### src/rtl/mem_bus_arbiter_pkg.sv
// ----------------------------------------------------------------------------
// mem_arb_pkg
//   Shared types and constants for the instruction/data memory-bus arbiter.
//   arb_state_t : sequencer states (IDLE -> FETCH|DATA -> DONE -> IDLE)
//   grant_t     : which CPU port owns the current/last transaction
//   BE_ALL      : byte enables used for instruction fetches (full word)
//   word_align  : clears the two byte-offset bits of a byte address
// ----------------------------------------------------------------------------
package mem_arb_pkg;

  typedef enum logic [1:0] {
    IDLE  = 2'd0,
    FETCH = 2'd1,
    DATA  = 2'd2,
    DONE  = 2'd3
  } arb_state_t;

  typedef enum logic {
    GNT_FETCH = 1'b0,
    GNT_DATA  = 1'b1
  } grant_t;

  localparam logic [3:0]  BE_ALL    = 4'b1111;
  localparam logic [31:0] WORD_MASK = 32'hFFFF_FFFC;

  // The bus is word addressed in practice; the byte offset is carried by
  // byteenable, so the low address bits are always presented as zero.
  function automatic logic [31:0] word_align(input logic [31:0] byte_addr);
    return byte_addr & WORD_MASK;
  endfunction

endpackage

### src/rtl/mem_bus_arbiter_if.sv
// ----------------------------------------------------------------------------
// Interfaces around the memory-bus arbiter.
//
// mem_arb_cpu_if : the two CPU-side request ports.
//   master modport = CPU core (drives requests, receives ready/rdata)
//   slave  modport = arbiter  (receives requests, drives ready/rdata)
//   if_req/if_addr                 fetch request, held until if_ready
//   if_rdata/if_ready              fetched word + 1-cycle completion pulse
//   d_read/d_write/d_addr/d_wdata/d_byteenable  load/store request, held until d_ready
//   d_rdata/d_ready                load word (0 for stores) + 1-cycle completion pulse
//
// mem_arb_avalon_if : the shared Avalon-style memory bus.
//   master modport = arbiter (drives address/strobes/write data)
//   slave  modport = memory  (drives readdata/waitrequest)
// ----------------------------------------------------------------------------
interface mem_arb_cpu_if;
  logic        if_req;
  logic [31:0] if_addr;
  logic [31:0] if_rdata;
  logic        if_ready;
  logic        d_read;
  logic        d_write;
  logic [31:0] d_addr;
  logic [31:0] d_wdata;
  logic [3:0]  d_byteenable;
  logic [31:0] d_rdata;
  logic        d_ready;

  modport master (
    output if_req, if_addr, d_read, d_write, d_addr, d_wdata, d_byteenable,
    input  if_rdata, if_ready, d_rdata, d_ready
  );

  modport slave (
    input  if_req, if_addr, d_read, d_write, d_addr, d_wdata, d_byteenable,
    output if_rdata, if_ready, d_rdata, d_ready
  );
endinterface

interface mem_arb_avalon_if;
  logic [31:0] address;
  logic        read;
  logic        write;
  logic [31:0] writedata;
  logic [3:0]  byteenable;
  logic [31:0] readdata;
  logic        waitrequest;

  modport master (
    output address, read, write, writedata, byteenable,
    input  readdata, waitrequest
  );

  modport slave (
    input  address, read, write, writedata, byteenable,
    output readdata, waitrequest
  );
endinterface

### src/rtl/mem_bus_arbiter_watchdog.sv
// ----------------------------------------------------------------------------
// mem_arb_watchdog
//   Saturating stall counter guarding one bus transaction.
//   clk      : clock
//   reset    : asynchronous, active-high
//   clear    : zero the count (held while the arbiter is idle, i.e. on grant)
//   count_en : one stall cycle observed this cycle
//   limit    : number of stall cycles tolerated
//   expired  : this stall cycle is the limit-th one; abort at the coming edge
// ----------------------------------------------------------------------------
module mem_arb_watchdog #(
  parameter int WIDTH = 8
) (
  input  logic             clk,
  input  logic             reset,
  input  logic             clear,
  input  logic             count_en,
  input  logic [WIDTH-1:0] limit,
  output logic             expired
);

  localparam logic [WIDTH-1:0] ONE = WIDTH'(1);

  logic [WIDTH-1:0] count_reg;

  always_ff @(posedge clk or posedge reset) begin
    if (reset) begin
      count_reg <= '0;
    end else if (clear) begin
      count_reg <= '0;
    end else if (count_en && (count_reg != '1)) begin
      count_reg <= count_reg + ONE;
    end
  end

  // count_reg holds the stalls already completed, so the current stall is
  // number count_reg+1; flag it when that equals the limit.
  assign expired = count_en && (count_reg >= (limit - ONE));

endmodule

### src/rtl/mem_bus_arbiter.sv
// ----------------------------------------------------------------------------
// mem_bus_arbiter
//   Shares one Avalon-style memory bus between the CPU instruction-fetch port
//   and the load/store port, one transaction at a time. A request is sampled
//   in IDLE, the bus strobe is driven from the next cycle until waitrequest
//   drops (or the watchdog aborts it), and the granted port then gets a single
//   ready pulse with the registered read data.
//
// Parameters
//   DATA_PRIORITY  : 1 = data port wins a tie, 0 = alternate on a tie
//   TIMEOUT_CYCLES : stall cycles tolerated before abort (>= 1)
// Ports
//   clk       : clock, all state on posedge
//   reset     : asynchronous, active-high; drops any in-flight transaction
//   cpu       : CPU request/response ports (slave side)
//   bus       : memory bus (master side); every output is a register
//   bus_error : sticky; set on timeout or on a simultaneous load+store
// ----------------------------------------------------------------------------
module mem_bus_arbiter
  import mem_arb_pkg::*;
#(
  parameter int DATA_PRIORITY  = 1,
  parameter int TIMEOUT_CYCLES = 255
) (
  input  logic               clk,
  input  logic               reset,
  mem_arb_cpu_if.slave       cpu,
  mem_arb_avalon_if.master   bus,
  output logic               bus_error
);

  localparam int              CNT_W = $clog2(TIMEOUT_CYCLES + 1);
  localparam logic [CNT_W-1:0] LIMIT = CNT_W'(TIMEOUT_CYCLES);

  arb_state_t state_reg;
  grant_t     gnt_reg;
  grant_t     last_grant_reg;

  logic data_pending;
  logic pick_data;
  logic wd_clear;
  logic wd_count_en;
  logic wd_expired;

  // --------------------------------------------------------------------------
  // Grant decision (only consulted in IDLE)
  // --------------------------------------------------------------------------
  assign data_pending = cpu.d_read | cpu.d_write;

  always_comb begin
    pick_data = 1'b0;
    if (data_pending && cpu.if_req) begin
      if (DATA_PRIORITY != 0) begin
        pick_data = 1'b1;
      end else begin
        // Alternate on a tie: hand the bus to whichever port did not
        // own the previous transaction.
        pick_data = (last_grant_reg == GNT_FETCH);
      end
    end else begin
      pick_data = data_pending;
    end
  end

  // --------------------------------------------------------------------------
  // Stall watchdog: cleared while idle, so every grant starts from zero
  // --------------------------------------------------------------------------
  assign wd_clear    = (state_reg == IDLE);
  assign wd_count_en = ((state_reg == FETCH) || (state_reg == DATA)) && bus.waitrequest;

  mem_arb_watchdog #(
    .WIDTH (CNT_W)
  ) u_watchdog (
    .clk      (clk),
    .reset    (reset),
    .clear    (wd_clear),
    .count_en (wd_count_en),
    .limit    (LIMIT),
    .expired  (wd_expired)
  );

  // --------------------------------------------------------------------------
  // Sequencer with registered outputs
  // --------------------------------------------------------------------------
  always_ff @(posedge clk or posedge reset) begin
    if (reset) begin
      state_reg      <= IDLE;
      gnt_reg        <= GNT_FETCH;
      last_grant_reg <= GNT_FETCH;
      bus.address    <= '0;
      bus.read       <= 1'b0;
      bus.write      <= 1'b0;
      bus.writedata  <= '0;
      bus.byteenable <= '0;
      cpu.if_rdata   <= '0;
      cpu.if_ready   <= 1'b0;
      cpu.d_rdata    <= '0;
      cpu.d_ready    <= 1'b0;
      bus_error      <= 1'b0;
    end else begin
      // Ready strobes are single-cycle; they are only raised on the edge
      // that enters DONE.
      cpu.if_ready <= 1'b0;
      cpu.d_ready  <= 1'b0;

      case (state_reg)
        IDLE: begin
          if (pick_data) begin
            state_reg      <= DATA;
            gnt_reg        <= GNT_DATA;
            bus.address    <= word_align(cpu.d_addr);
            bus.byteenable <= cpu.d_byteenable;
            bus.writedata  <= cpu.d_wdata;
            // A load and store together is a protocol error; the store
            // wins so read and write are never asserted together.
            bus.write      <= cpu.d_write;
            bus.read       <= cpu.d_read & ~cpu.d_write;
            if (cpu.d_read && cpu.d_write) begin
              bus_error <= 1'b1;
            end
          end else if (cpu.if_req) begin
            state_reg      <= FETCH;
            gnt_reg        <= GNT_FETCH;
            bus.address    <= word_align(cpu.if_addr);
            bus.byteenable <= BE_ALL;
            bus.writedata  <= '0;
            bus.read       <= 1'b1;
            bus.write      <= 1'b0;
          end
        end

        FETCH: begin
          if (!bus.waitrequest) begin
            bus.read     <= 1'b0;
            cpu.if_rdata <= bus.readdata;
            cpu.if_ready <= 1'b1;
            state_reg    <= DONE;
          end else if (wd_expired) begin
            bus.read     <= 1'b0;
            bus_error    <= 1'b1;
            cpu.if_rdata <= '0;
            cpu.if_ready <= 1'b1;
            state_reg    <= DONE;
          end
        end

        DATA: begin
          if (!bus.waitrequest) begin
            bus.read    <= 1'b0;
            bus.write   <= 1'b0;
            // Stores complete with zero data rather than stale bus data.
            cpu.d_rdata <= bus.write ? '0 : bus.readdata;
            cpu.d_ready <= 1'b1;
            state_reg   <= DONE;
          end else if (wd_expired) begin
            bus.read    <= 1'b0;
            bus.write   <= 1'b0;
            bus_error   <= 1'b1;
            cpu.d_rdata <= '0;
            cpu.d_ready <= 1'b1;
            state_reg   <= DONE;
          end
        end

        DONE: begin
          // Requests are not sampled here; a port asserting now waits one
          // more cycle for IDLE.
          last_grant_reg <= gnt_reg;
          state_reg      <= IDLE;
        end

        default: begin
          state_reg <= IDLE;
          bus.read  <= 1'b0;
          bus.write <= 1'b0;
        end
      endcase
    end
  end

endmodule

### src/flat_wrapper.sv
// flat-port wrapper written by rule: the top's interface ports become plain ports
module mem_bus_arbiter_flat import mem_arb_pkg::*;
#(
  parameter int DATA_PRIORITY  = 1,
  parameter int TIMEOUT_CYCLES = 255
)
  (clk, reset, bus_error, cpu_if_req, cpu_if_addr, cpu_d_read, cpu_d_write, cpu_d_addr, cpu_d_wdata, cpu_d_byteenable, cpu_if_rdata, cpu_if_ready, cpu_d_rdata, cpu_d_ready, bus_address, bus_read, bus_write, bus_writedata, bus_byteenable, bus_readdata, bus_waitrequest);
  mem_arb_cpu_if cpu_i ();
  mem_arb_avalon_if bus_i ();
  input  logic clk;
  input  logic reset;
  output logic bus_error;
  input wire logic [$bits(cpu_i.if_req)-1:0] cpu_if_req;
  input wire logic [$bits(cpu_i.if_addr)-1:0] cpu_if_addr;
  input wire logic [$bits(cpu_i.d_read)-1:0] cpu_d_read;
  input wire logic [$bits(cpu_i.d_write)-1:0] cpu_d_write;
  input wire logic [$bits(cpu_i.d_addr)-1:0] cpu_d_addr;
  input wire logic [$bits(cpu_i.d_wdata)-1:0] cpu_d_wdata;
  input wire logic [$bits(cpu_i.d_byteenable)-1:0] cpu_d_byteenable;
  output wire logic [$bits(cpu_i.if_rdata)-1:0] cpu_if_rdata;
  output wire logic [$bits(cpu_i.if_ready)-1:0] cpu_if_ready;
  output wire logic [$bits(cpu_i.d_rdata)-1:0] cpu_d_rdata;
  output wire logic [$bits(cpu_i.d_ready)-1:0] cpu_d_ready;
  output wire logic [$bits(bus_i.address)-1:0] bus_address;
  output wire logic [$bits(bus_i.read)-1:0] bus_read;
  output wire logic [$bits(bus_i.write)-1:0] bus_write;
  output wire logic [$bits(bus_i.writedata)-1:0] bus_writedata;
  output wire logic [$bits(bus_i.byteenable)-1:0] bus_byteenable;
  input wire logic [$bits(bus_i.readdata)-1:0] bus_readdata;
  input wire logic [$bits(bus_i.waitrequest)-1:0] bus_waitrequest;
  assign cpu_i.if_req = cpu_if_req;
  assign cpu_i.if_addr = cpu_if_addr;
  assign cpu_i.d_read = cpu_d_read;
  assign cpu_i.d_write = cpu_d_write;
  assign cpu_i.d_addr = cpu_d_addr;
  assign cpu_i.d_wdata = cpu_d_wdata;
  assign cpu_i.d_byteenable = cpu_d_byteenable;
  assign cpu_if_rdata = cpu_i.if_rdata;
  assign cpu_if_ready = cpu_i.if_ready;
  assign cpu_d_rdata = cpu_i.d_rdata;
  assign cpu_d_ready = cpu_i.d_ready;
  assign bus_address = bus_i.address;
  assign bus_read = bus_i.read;
  assign bus_write = bus_i.write;
  assign bus_writedata = bus_i.writedata;
  assign bus_byteenable = bus_i.byteenable;
  assign bus_i.readdata = bus_readdata;
  assign bus_i.waitrequest = bus_waitrequest;
  mem_bus_arbiter #(.DATA_PRIORITY(DATA_PRIORITY), .TIMEOUT_CYCLES(TIMEOUT_CYCLES)) u_core (.clk(clk), .reset(reset), .cpu(cpu_i), .bus(bus_i), .bus_error(bus_error));
endmodule
### config.mk
export PLATFORM = sky130hd
export DESIGN_NAME = mem_bus_arbiter_flat
export DESIGN_NICKNAME = d
export VERILOG_FILES = /design/src/rtl/mem_bus_arbiter_pkg.sv /design/src/rtl/mem_bus_arbiter_if.sv /design/src/rtl/mem_bus_arbiter_watchdog.sv /design/src/rtl/mem_bus_arbiter.sv /design/src/flat_wrapper.sv
export SDC_FILE = /design/constraint.sdc
export NUM_CORES = 1
export LEC_CHECK = 0
export BUFFER_PORTS_ARGS = -buffer_cell sky130_fd_sc_hd__buf_2
export CAP_MARGIN = 20
export CORE_MARGIN = 2
export CORE_UTILIZATION = 40
export CTS_CLUSTER_DIAMETER = 200
export DETAILED_ROUTE_END_ITERATION = 8
export GPL_ROUTABILITY_DRIVEN = 0
export PLACE_DENSITY = 0.71
export SETUP_SLACK_MARGIN = 0.5
export SYNTH_ARGS = -nofsm -noshare
export SYNTH_HDL_FRONTEND = slang
export SYNTH_SLANG_ARGS = --single-unit
### constraint.sdc
create_clock -name clk -period 6.7 [get_ports clk]
set_input_delay 0.67 -clock clk [delete_from_list [all_inputs] [get_ports clk]]
set_output_delay 0.67 -clock clk [all_outputs]
set_load 0.01 [all_outputs]
==> results of run 1 <==
==> layout by cell type (no fill, tap or decap), drive strengths merged, types with 2 or more instances in the layout <==
cell,Yosys,routed
inv,72,74
a2bb2oi,65,65
nand2,33,33
a31oi,2,2
ha,6,6
and4,2,2
clkbuf,24,21
and2,3,3
a21oi,5,5
a211oi,2,2
conb,1,2
clkinv,0,7
and3,3,3
mux2,4,4
nor2,11,11
o22a,4,4
bufinv,0,2
nand3,2,2
dfrtp,145,145
nor3b,3,3
diode,0,3
a22o,32,32
o21ai,99,99
o41ai,2,2
mux2i,31,31
nor2b,5,5
buf,23,277
==> power by group <==
group	internal, W	total (W)	switching, W
registers	0.00125	0.00145	0.000194
clock network	0.000581	0.000957	0.000375
logic	0.000820	0.00181	0.000989
==> cells by family after synthesis <==
logic type / count (synthesis) / share of synthesized area, %
simple gates: 68 / 5.05
other cells: 1 / 0.0567
flops: 145 / 54.9
mux: 35 / 5.38
fa+ha+maj: 6 / 1.14
compound gates: 222 / 25.4
buf+inv: 119 / 8.10
==> layout make-up <==
type                    count  area (um^2)
diodes                      3         7.51
clock buffers              21          470
clock inverters            11          128
fillers                  1454         7310
inverters                  72          275
multi-input cells         333         2490
flip-flops and latches    145         3630
well taps                 216          270
repair buffers            277         1430
==> layer usage <==
layer  share of wire (%)  global-route usage [%]
met1                  45                    27.0
met2                  46                    31.9
met3                 7.4                    7.47
met4                 1.8                    5.62
met5               0.073                       0
==> worst max-delay path, stage by stage, from the launching register on <==
cell	delay [ps]
dfrtp_1	430
inv_1	90
ha_1	450
inv_1	130
o41ai_4	340
buf_4	680
o21ai_0	190
==> per-stage QoR <==
stage	instance area [um^2]	hold WS (ps)	power (W)	cells
4_1_cts	8660	353	0.00426	1074
3_3_place_gp	8060	440	0.00323	1042
6_report	8690	325	0.00421	1078
2_1_floorplan	6610	493	0.00264	597
5_1_grt	8690	366	0.00452	1077
3_5_place_dp	8060	441	0.00328	1042
==> path summary, 6_finish.rpt <==
path | start | endpoint | cells after the start
worst max-delay path | u_core.state_reg[0] | u_core.cpu.if_rdata[24] | 6
worst max register to register | u_core.state_reg[0] | u_core.cpu.if_rdata[24] | 6
max in group asynchronous | reset | u_core.cpu.d_rdata[30] | 4
worst min-delay path | reset | u_core.bus.address[31] | 2
worst min register to register | u_core.bus_error | u_core.bus_error | 1
min in group clk | u_core.bus_error | u_core.bus_error | 1
==> reports/metrics.csv, run 1 <==
stage,metric,value,unit
drt,remaining_drc_errors,0,
logic_synthesis,synth.most_common_cell,dfrtp_1,
logic_synthesis,ys_warn_count,0,
sta,slew_viol_final,0,
logic_synthesis,ys_ff_latch,145,
logic_synthesis,synth_top_area_cell,dfrtp_1,
drt,viasPerCell,5.04,
placed_design,hpwlAfterDp,12200,um
critical_path,end_kind,register,
sta,setup_violations,0,
grt,grt_pass1_wl,28900,um
cts,clock_latency,410,ps
floorplan,start_util,41.3,%
logic_synthesis,ys.flop_type,dfrtp_1,
logic_synthesis,synth.top_cells.by_count,"145 x dfrtp_1, 72 x inv_1, 69 x o21ai_0, 65 x a2bb2oi_1, 33 x nand2_1",
cts,postCtsSetupBuffers,0,
run,drv_cap,0,
cts,clkSinkCount,145,
cts,cts_buffers,17,
cts,root_buffer,clkbuf_16,
critical_path,cp_max_fo,67,
grt,gr-total-overflow,0,
floorplan,die-area,0.0176,mm^2
power_and_ir_drop,ir_drop,235,uV
critical_path,r2r_slack,4160,ps
floorplan,die_w,133,um
sta,rsz0062_at_grt,no,
grt,grt_max_degree,93,
critical_path,path_class,reg2reg,
grt,antenna_found_initial,4,
logic_synthesis,synthArstFlopShare,100,%
drt,drtAntennaViolNets,0,
floorplan,coreArea,0.0160,mm^2
drt,dr.first_iter.drc_count,233,
floorplan,rows,46,
sta,fin_crit,2540,ps
critical_path,cp.required,6950,ps
sta,relSlewSlack,42.7,%
finish,drive_above_1_share,41.3,%
grt,track_usage,20.5,%
cts,h-tree-depth,4,
critical_path,cp-start-kind,register,
finish,largestRegisters,"u_core.bus.writedata x32, u_core.cpu.d_rdata x32, u_core.cpu.if_rdata x32",
sta,tightest_slew,858,ps
sta,fin_tns_setup,0,ps
drt,drtPass1Iterations,4,
finish,fin_util,54.3,%
sta,finClkSkew,8.41,ps
finish,area_growth,31.5,%
floorplan,fp.dieH,133,um
finish,nets,990,
sta,hold_viol,0,
logic_synthesis,synth_edf_count,0,
drt,routed_wl,17800,um
sta,max_freq,393,MHz
logic_synthesis,ys_types,51,
logic_synthesis,avgSynthCellArea,11.1,um^2
logic_synthesis,synth_area_leaders,"dfrtp_1 55%, a2bb2oi_1 8.6%, o21ai_0 5.2%",
floorplan,io_pins,275,
sta,post-route-period-util,37.9,%
status,status,finished clean,
cts,clockBufferDepth,2,
min_path,hp-class,in2async,
logic_synthesis,synth_top_area_share,54.9,%
placed_design,pre_cts_slack,4150,ps
placed_design,port_buffers,268,
sta,setup_ws,4160,ps
power_and_ir_drop,power_density,484,mW/mm^2
cts,cts-resized-gates,0,
logic_synthesis,syn_area,0.00661,mm^2
drt,via_count,5434,
drt,wire_per_inst,16.5,um
cts,cts_tree,built,
critical_path,arrival,2790,ps
cts,clkSlewWorstSetupHoldPaths,60,ps
grt,grt_pass1_vias,5423,
logic_synthesis,ys_seq_area_share,54.9,%
cts,cts_hold_buf,0,
logic_synthesis,syn_inst,596,
power_and_ir_drop,leakage,4.46,nW
(Power assumes the default switching activity.)
==> run 2, diff against run 1 <==
clock period = 2.6 ns   (was 6.7 ns; I/O delays follow)
==> reports/metrics.csv, run 2 (synthesized netlist as in run 1, its figures left out) <==
stage,metric,value,unit,change
drt,drtPass1Iterations,4,,unchanged
critical_path,critPathSlowestCell,dfrtp_1,,
critical_path,r2r_cells,7,,+1
sta,fin_crit,1950,ps,-596 ps
sta,rsz0062_at_grt,no,,
finish,final_common_cell,buf_2,,
status,status,finished clean,,
power_and_ir_drop,switching_power,0.00402,W,+160%
grt,antenna_found_initial,4,,unchanged
floorplan,die_w,133,um,unchanged
grt,grt_max_degree,93,,unchanged
critical_path,regToRegEndpoint,u_core.cpu.d_rdata[13],,
drt,via_count,5449,,+0.28%
drt,dr.first_iter.drc_count,240,,+3.0%
floorplan,io_pins,275,,unchanged
run,drv_cap,0,,unchanged
floorplan,start_util,41.3,%,unchanged
cts,h-tree-depth,4,,unchanged
critical_path,slowest_delay,420,ps,-260 ps
floorplan,coreArea,0.0160,mm^2,unchanged
critical_path,arrival,2240,ps,-550 ps
sta,setup_violations,0,,unchanged
finish,area_growth,33.4,%,
placed_design,dpl_cell_area,0.00812,mm^2,+0.70%
critical_path,cp.required,2890,ps,-4060 ps
sta,post-route-period-util,74.8,%,+37 points
sta,finClkSkew,8.50,ps,+0.0925 ps
grt,grt_pass1_wl,28600,um,-1.1%
cts,clockBufferDepth,2,,unchanged
drt,routed_wl,18100,um,+1.6%
critical_path,cp_common_cell,inv_1,,
cts,clkSlewWorstSetupHoldPaths,60,ps,about the same
cts,cts_buffers,17,,unchanged
finish,largestRegisters,"u_core.bus.writedata x32, u_core.cpu.d_rdata x32, u_core.cpu.if_rdata x32",,
critical_path,worstReg2RegStart,u_core.state_reg[0],,
finish,fin_area,0.00882,mm^2,+1.4%
sta,max_freq,514,MHz,+31%
cts,cts_tree,built,,
power_and_ir_drop,p_comb_share,43.1,%,about the same
min_path,hp-class,in2async,,
cts,clock_latency,410,ps,about the same
power_and_ir_drop,power_density,1250,mW/mm^2,+160%
finish,drive_above_1_share,42.1,%,+0.77 points
sta,fin_tns_setup,0,ps,unchanged
cts,cts_hold_buf,0,,unchanged
sta,slew_viol_final,0,,unchanged
floorplan,rows,46,,unchanged
finish,final_cell_mix,"268 x buf_2, 145 x dfrtp_1, 71 x inv_1, 69 x o21ai_0, 65 x a2bb2oi_1",,
placed_design,port_buffers,268,,unchanged
drt,remaining_drc_errors,0,,unchanged
finish,nets,998,,+0.81%
grt,grt_pass1_vias,5402,,-0.39%
sta,tightest_slew,812,ps,-45.2 ps
drt,drtAntennaViolNets,0,,unchanged
placed_design,hpwlAfterDp,12400,um,+1.3%
power_and_ir_drop,ir_drop,554,uV,+140%
sta,hold_viol,0,,unchanged
grt,gr-total-overflow,0,,unchanged
power_and_ir_drop,switching_share,36.5,%,-0.55 points
critical_path,cp_max_fo,15,,-78%
critical_path,cpLargestDelayFamily,buffers and inverters,,
power_and_ir_drop,pwr-share-seq,33.8,%,-0.5 points
sta,relSlewSlack,45.3,%,+2.6 points
critical_path,cp-start-kind,register,,
drt,wire_per_inst,16.7,um,+0.89%
cts,root_buffer,clkbuf_16,,
finish,nFillCells,1429,,-1.7%
critical_path,r2r_slack,650,ps,-3500 ps
power_and_ir_drop,power_frac_clock,23.1,%,+0.4 points
floorplan,fp.dieH,133,um,unchanged
power_and_ir_drop,leakage,4.51,nW,+1.2%
critical_path,cp_cell_sequence,inv_1 -> ha_4 -> inv_1 -> o41ai_4 -> buf_4 -> bufbuf_16 -> o21ai_2,,
cts,clkSinkCount,145,,unchanged
grt,track_usage,20.7,%,+0.19 points
floorplan,die-area,0.0176,mm^2,unchanged
critical_path,path_class,reg2reg,,
critical_path,end_kind,register,,
drt,viasPerCell,5.02,,-0.46%
critical_path,critPathBufInv,4,,+1
power_and_ir_drop,intPower,0.00700,W,+160%
[run 2: power groups by stage]
stage / clock network [W] / logic (W) / registers, W
2_1_floorplan: 0 / 0.00264 / 0.00417
3_3_place_gp: 0 / 0.00465 / 0.00373
3_5_place_dp: 0 / 0.00475 / 0.00374
4_1_cts: 0.00260 / 0.00476 / 0.00373
5_1_grt: 0.00271 / 0.00523 / 0.00384
6_report: 0.00254 / 0.00474 / 0.00373
[run 2: worst register-to-register path, stage by stage (launching register included)]
cell	delay, ps
dfrtp_1	420
inv_1	120
ha_4	330
inv_1	80
o41ai_4	300
buf_4	200
bufbuf_16	320
o21ai_2	60
[run 2: cell type report]
type	count	area (um^2)	area share, %
multi-input combinational	333	2490	28.3
antenna	3	7.51	0.0851
inverter	72	274	3.11
clock buffer	20	467	5.29
clock inverter	12	154	1.75
sequential	145	3630	41.2
timing repair buffer	285	1520	17.3
tap	216	270	3.07
[run 2: worst max path at each step]
| stage | start | end | slack (ps) | cells after the start |
|---|---|---|---|---|
| after floorplan | reset | u_core.bus.address[10] | 520 | 1 |
| after global placement | u_core.state_reg[0] | u_core.cpu.if_rdata[23] | 510 | 6 |
| after detailed placement | u_core.state_reg[0] | u_core.cpu.if_rdata[9] | 440 | 6 |
| after CTS | u_core.state_reg[0] | u_core.cpu.d_rdata[13] | 530 | 7 |
| after global routing | u_core.state_reg[0] | u_core.cpu.d_rdata[9] | 560 | 7 |
| final | u_core.state_reg[0] | u_core.cpu.d_rdata[13] | 650 | 7 |
[run 2: per-layer routing]
metal | wire length (um) | GRT usage (%)
met5 | 13 | 0
met4 | 383 | 7.05
met2 | 8710 | 33.4
met3 | 1430 | 7.01
met1 | 7590 | 26.0
[run 2: through the flow]
stage               utilization, %  setup WS [ps]  hold WS [ps]  total power, W  cells
finish                        55.1            654          18.6          0.0110   1086
global route                  55.1            564          43.0          0.0118   1086
CTS                           55.0            527          29.1          0.0111   1083
detailed placement            50.7            437           445         0.00848   1047
global placement              50.7            507           437         0.00837   1047
floorplan                        -            521           386         0.00682    597
[run 2: repair_timing]
item / CTS / global route
endpoints found under the setup margin: 31 / 59
gates resized for setup: 0 / 2
buffers inserted: 2 / 0
endpoints found under the hold margin: 0 / 0
gates cloned: 2 / 0
pin swaps: 1 / 0
==> run 3, diff against run 2 <==
clock period = 2.05 ns   (was 2.6 ns; I/O delays follow)
==> reports/metrics.csv, run 3 (synthesized netlist as in run 1, its figures left out) <==
stage,metric,value,unit,change
power_and_ir_drop,power_frac_clock,21.4,%,-1.7 points
drt,remaining_drc_errors,0,,unchanged
min_path,hp-class,in2reg,,
power_and_ir_drop,power_density,1550,mW/mm^2,+24%
placed_design,port_buffers,268,,unchanged
drt,drtPass1Iterations,4,,unchanged
finish,largestRegisters,"u_core.bus.writedata x32, u_core.cpu.d_rdata x32, u_core.cpu.if_rdata x32",,
run,drv_cap,0,,unchanged
power_and_ir_drop,total_power,0.0148,W,+35%
finish,final_cells,1133,,+4.3%
drt,drtAntennaViolNets,0,,unchanged
cts,clkSlewWorstSetupHoldPaths,60,ps,about the same
critical_path,cp_max_fo,8,,-7
status,status,finished clean,,
sta,holdWs,12.6,ps,-6.04 ps
floorplan,io_pins,275,,unchanged
sta,fin_tns_setup,0,ps,unchanged
cts,h-tree-depth,4,,unchanged
finish,final_cell_mix,"268 x buf_2, 144 x dfrtp_1, 67 x inv_1, 64 x a2bb2oi_1, 38 x o21ai_2",,
sta,hold_viol,0,,unchanged
placed_design,hpwlAfterDp,13000,um,+5.3%
sta,setup_violations,0,,unchanged
sta,rsz0062_at_grt,yes,,
placed_design,placed_cells,1058,,+1.1%
grt,gr-usage-met2,38.5,%,+5.1 points
power_and_ir_drop,ir_drop,722,uV,+30%
grt,antenna_found_initial,3,,-1
drt,dr.first_iter.drc_count,327,,+36%
grt,grt_pass1_wl,31200,um,+9.1%
grt,grt_pass1_vias,5867,,+8.6%
floorplan,coreArea,0.0160,mm^2,unchanged
power_and_ir_drop,switching_power,0.00543,W,+35%
grt,track_usage,22.4,%,+1.8 points
power_and_ir_drop,p_comb_share,46.9,%,+3.8 points
finish,area_growth,45.0,%,
cts,clkSinkCount,145,,unchanged
sta,relSlewSlack,56.9,%,+12 points
finish,fin_util,59.9,%,+4.8 points
cts,cts_tree,built,,
floorplan,rows,46,,unchanged
finish,final_common_cell,buf_2,,
sta,tightest_slew,646,ps,-167 ps
critical_path,path_class,reg2reg,,
sta,slew_viol_final,0,,unchanged
critical_path,arrival,1950,ps,-290 ps
drt,wire_per_inst,17.6,um,+5.7%
sta,post-route-period-util,80.8,%,+5.9 points
floorplan,fp.dieH,133,um,unchanged
grt,grt_busiest_layer,met2,,
cts,clock_latency,420,ps,about the same
drt,routed_wl,20000,um,+10%
sta,fin_crit,1660,ps,-290 ps
critical_path,cp.required,2340,ps,-550 ps
power_and_ir_drop,switching_share,36.6,%,+0.17 points
power_and_ir_drop,pwr-share-seq,31.8,%,-2.0 points
power_and_ir_drop,intPower,0.00940,W,+34%
cts,root_buffer,clkbuf_16,,
grt,globalRouteMet3Util,5.90,%,-1.1 points
grt,grt_max_degree,43,,-54%
drt,via_count,5791,,+6.3%
floorplan,die_w,133,um,unchanged
sta,finClkSkew,9.54,ps,+1.04 ps
critical_path,cp-start-kind,register,,
cts,cts_buffers,17,,unchanged
finish,nets,1046,,+4.8%
power_and_ir_drop,leakage,4.84,nW,+7.3%
grt,use_met1,27.8,%,+1.8 points
floorplan,die-area,0.0176,mm^2,unchanged
drt,viasPerCell,5.11,,+1.9%
critical_path,end_kind,register,,
grt,gr-total-overflow,0,,unchanged
cts,clockBufferDepth,2,,unchanged
finish,drive_above_1_share,46.6,%,+4.5 points
floorplan,start_util,41.3,%,unchanged
sta,max_freq,604,MHz,+17%
run 3: cell count changes in the layout (fill, tap and decap cells not counted), moves of 3 or more:
cell,previous run,this run
inv_2,0,3
dlygate4sd3_1,0,11
inv_1,71,67
buf_6,1,4
clkinv_4,0,3
o21ai_2,30,38
o21ai_1,0,28
buf_12,2,12
buf_4,13,30
buf_16,0,6
o21ai_0,69,33
run 3: worst paths after layout:
kind	startpoint	end	slack, ps	cells past startpoint
setup / recovery	u_core.u_watchdog.count_reg[5]	u_core.cpu.if_rdata[31]	390	6
hold / removal	cpu_d_wdata[6]	u_core.bus.writedata[6]	10	2
setup reg to reg	u_core.u_watchdog.count_reg[5]	u_core.cpu.if_rdata[31]	390	6
hold reg to reg	u_core.bus_error	u_core.bus_error	460	1
max in group asynchronous	reset	u_core.u_watchdog.count_reg[5]	940	4
min in group asynchronous	reset	u_core.bus.writedata[13]	450	3
run 3: repair_timing:
item                                   CTS  global route
gates resized for setup                 26            20
hold buffers                            11             0
pin swaps                                3             2
setup endpoints to repair              119           108
endpoints found under the hold margin   30             0
gates cloned                             5             3
buffers inserted                        20             2
run 3: worst max-delay path, stage by stage, from the launching register on:
cell and delay, ps:
dfrtp_2 460, nand3_4 150, o41ai_4 390, buf_6 190, buf_6 140, clkbuf_16 160
o21ai_2 50
run 3: stage by stage:
step | instance area [um^2] | setup WS, ps
after floorplan | 6670 | 26.0
after global placement | 8280 | 99.6
after detailed placement | 8310 | 106
after CTS | 9430 | 419
after global routing | 9580 | 339
final | 9580 | 394
run 3: layer usage:
layer | part of all wire (%) | wire length (um)
met5 | 0 | 0
met4 | 1.5 | 305
met1 | 41 | 8240
met3 | 6.1 | 1220
met2 | 51 | 10200
run 3: power by group through the flow:
stage | registers, W | clock network, W | logic, W
after floorplan | 0.00529 | 0 | 0.00349
after global placement | 0.00473 | 0 | 0.00615
after detailed placement | 0.00473 | 0 | 0.00637
after CTS | 0.00471 | 0.00322 | 0.00674
after global routing | 0.00486 | 0.00336 | 0.00762
final | 0.00471 | 0.00317 | 0.00695
run 3: area by class of cell:
class	count	area (um^2)
Clock inverter	13	161
Tap cell	216	270
Sequential cell	145	3630
Antenna cell	3	7.51
Timing Repair Buffer	333	2180
Fill cell	1422	6420
Clock buffer	18	439
Inverter	72	277
Multi-Input combinational cell	333	2620
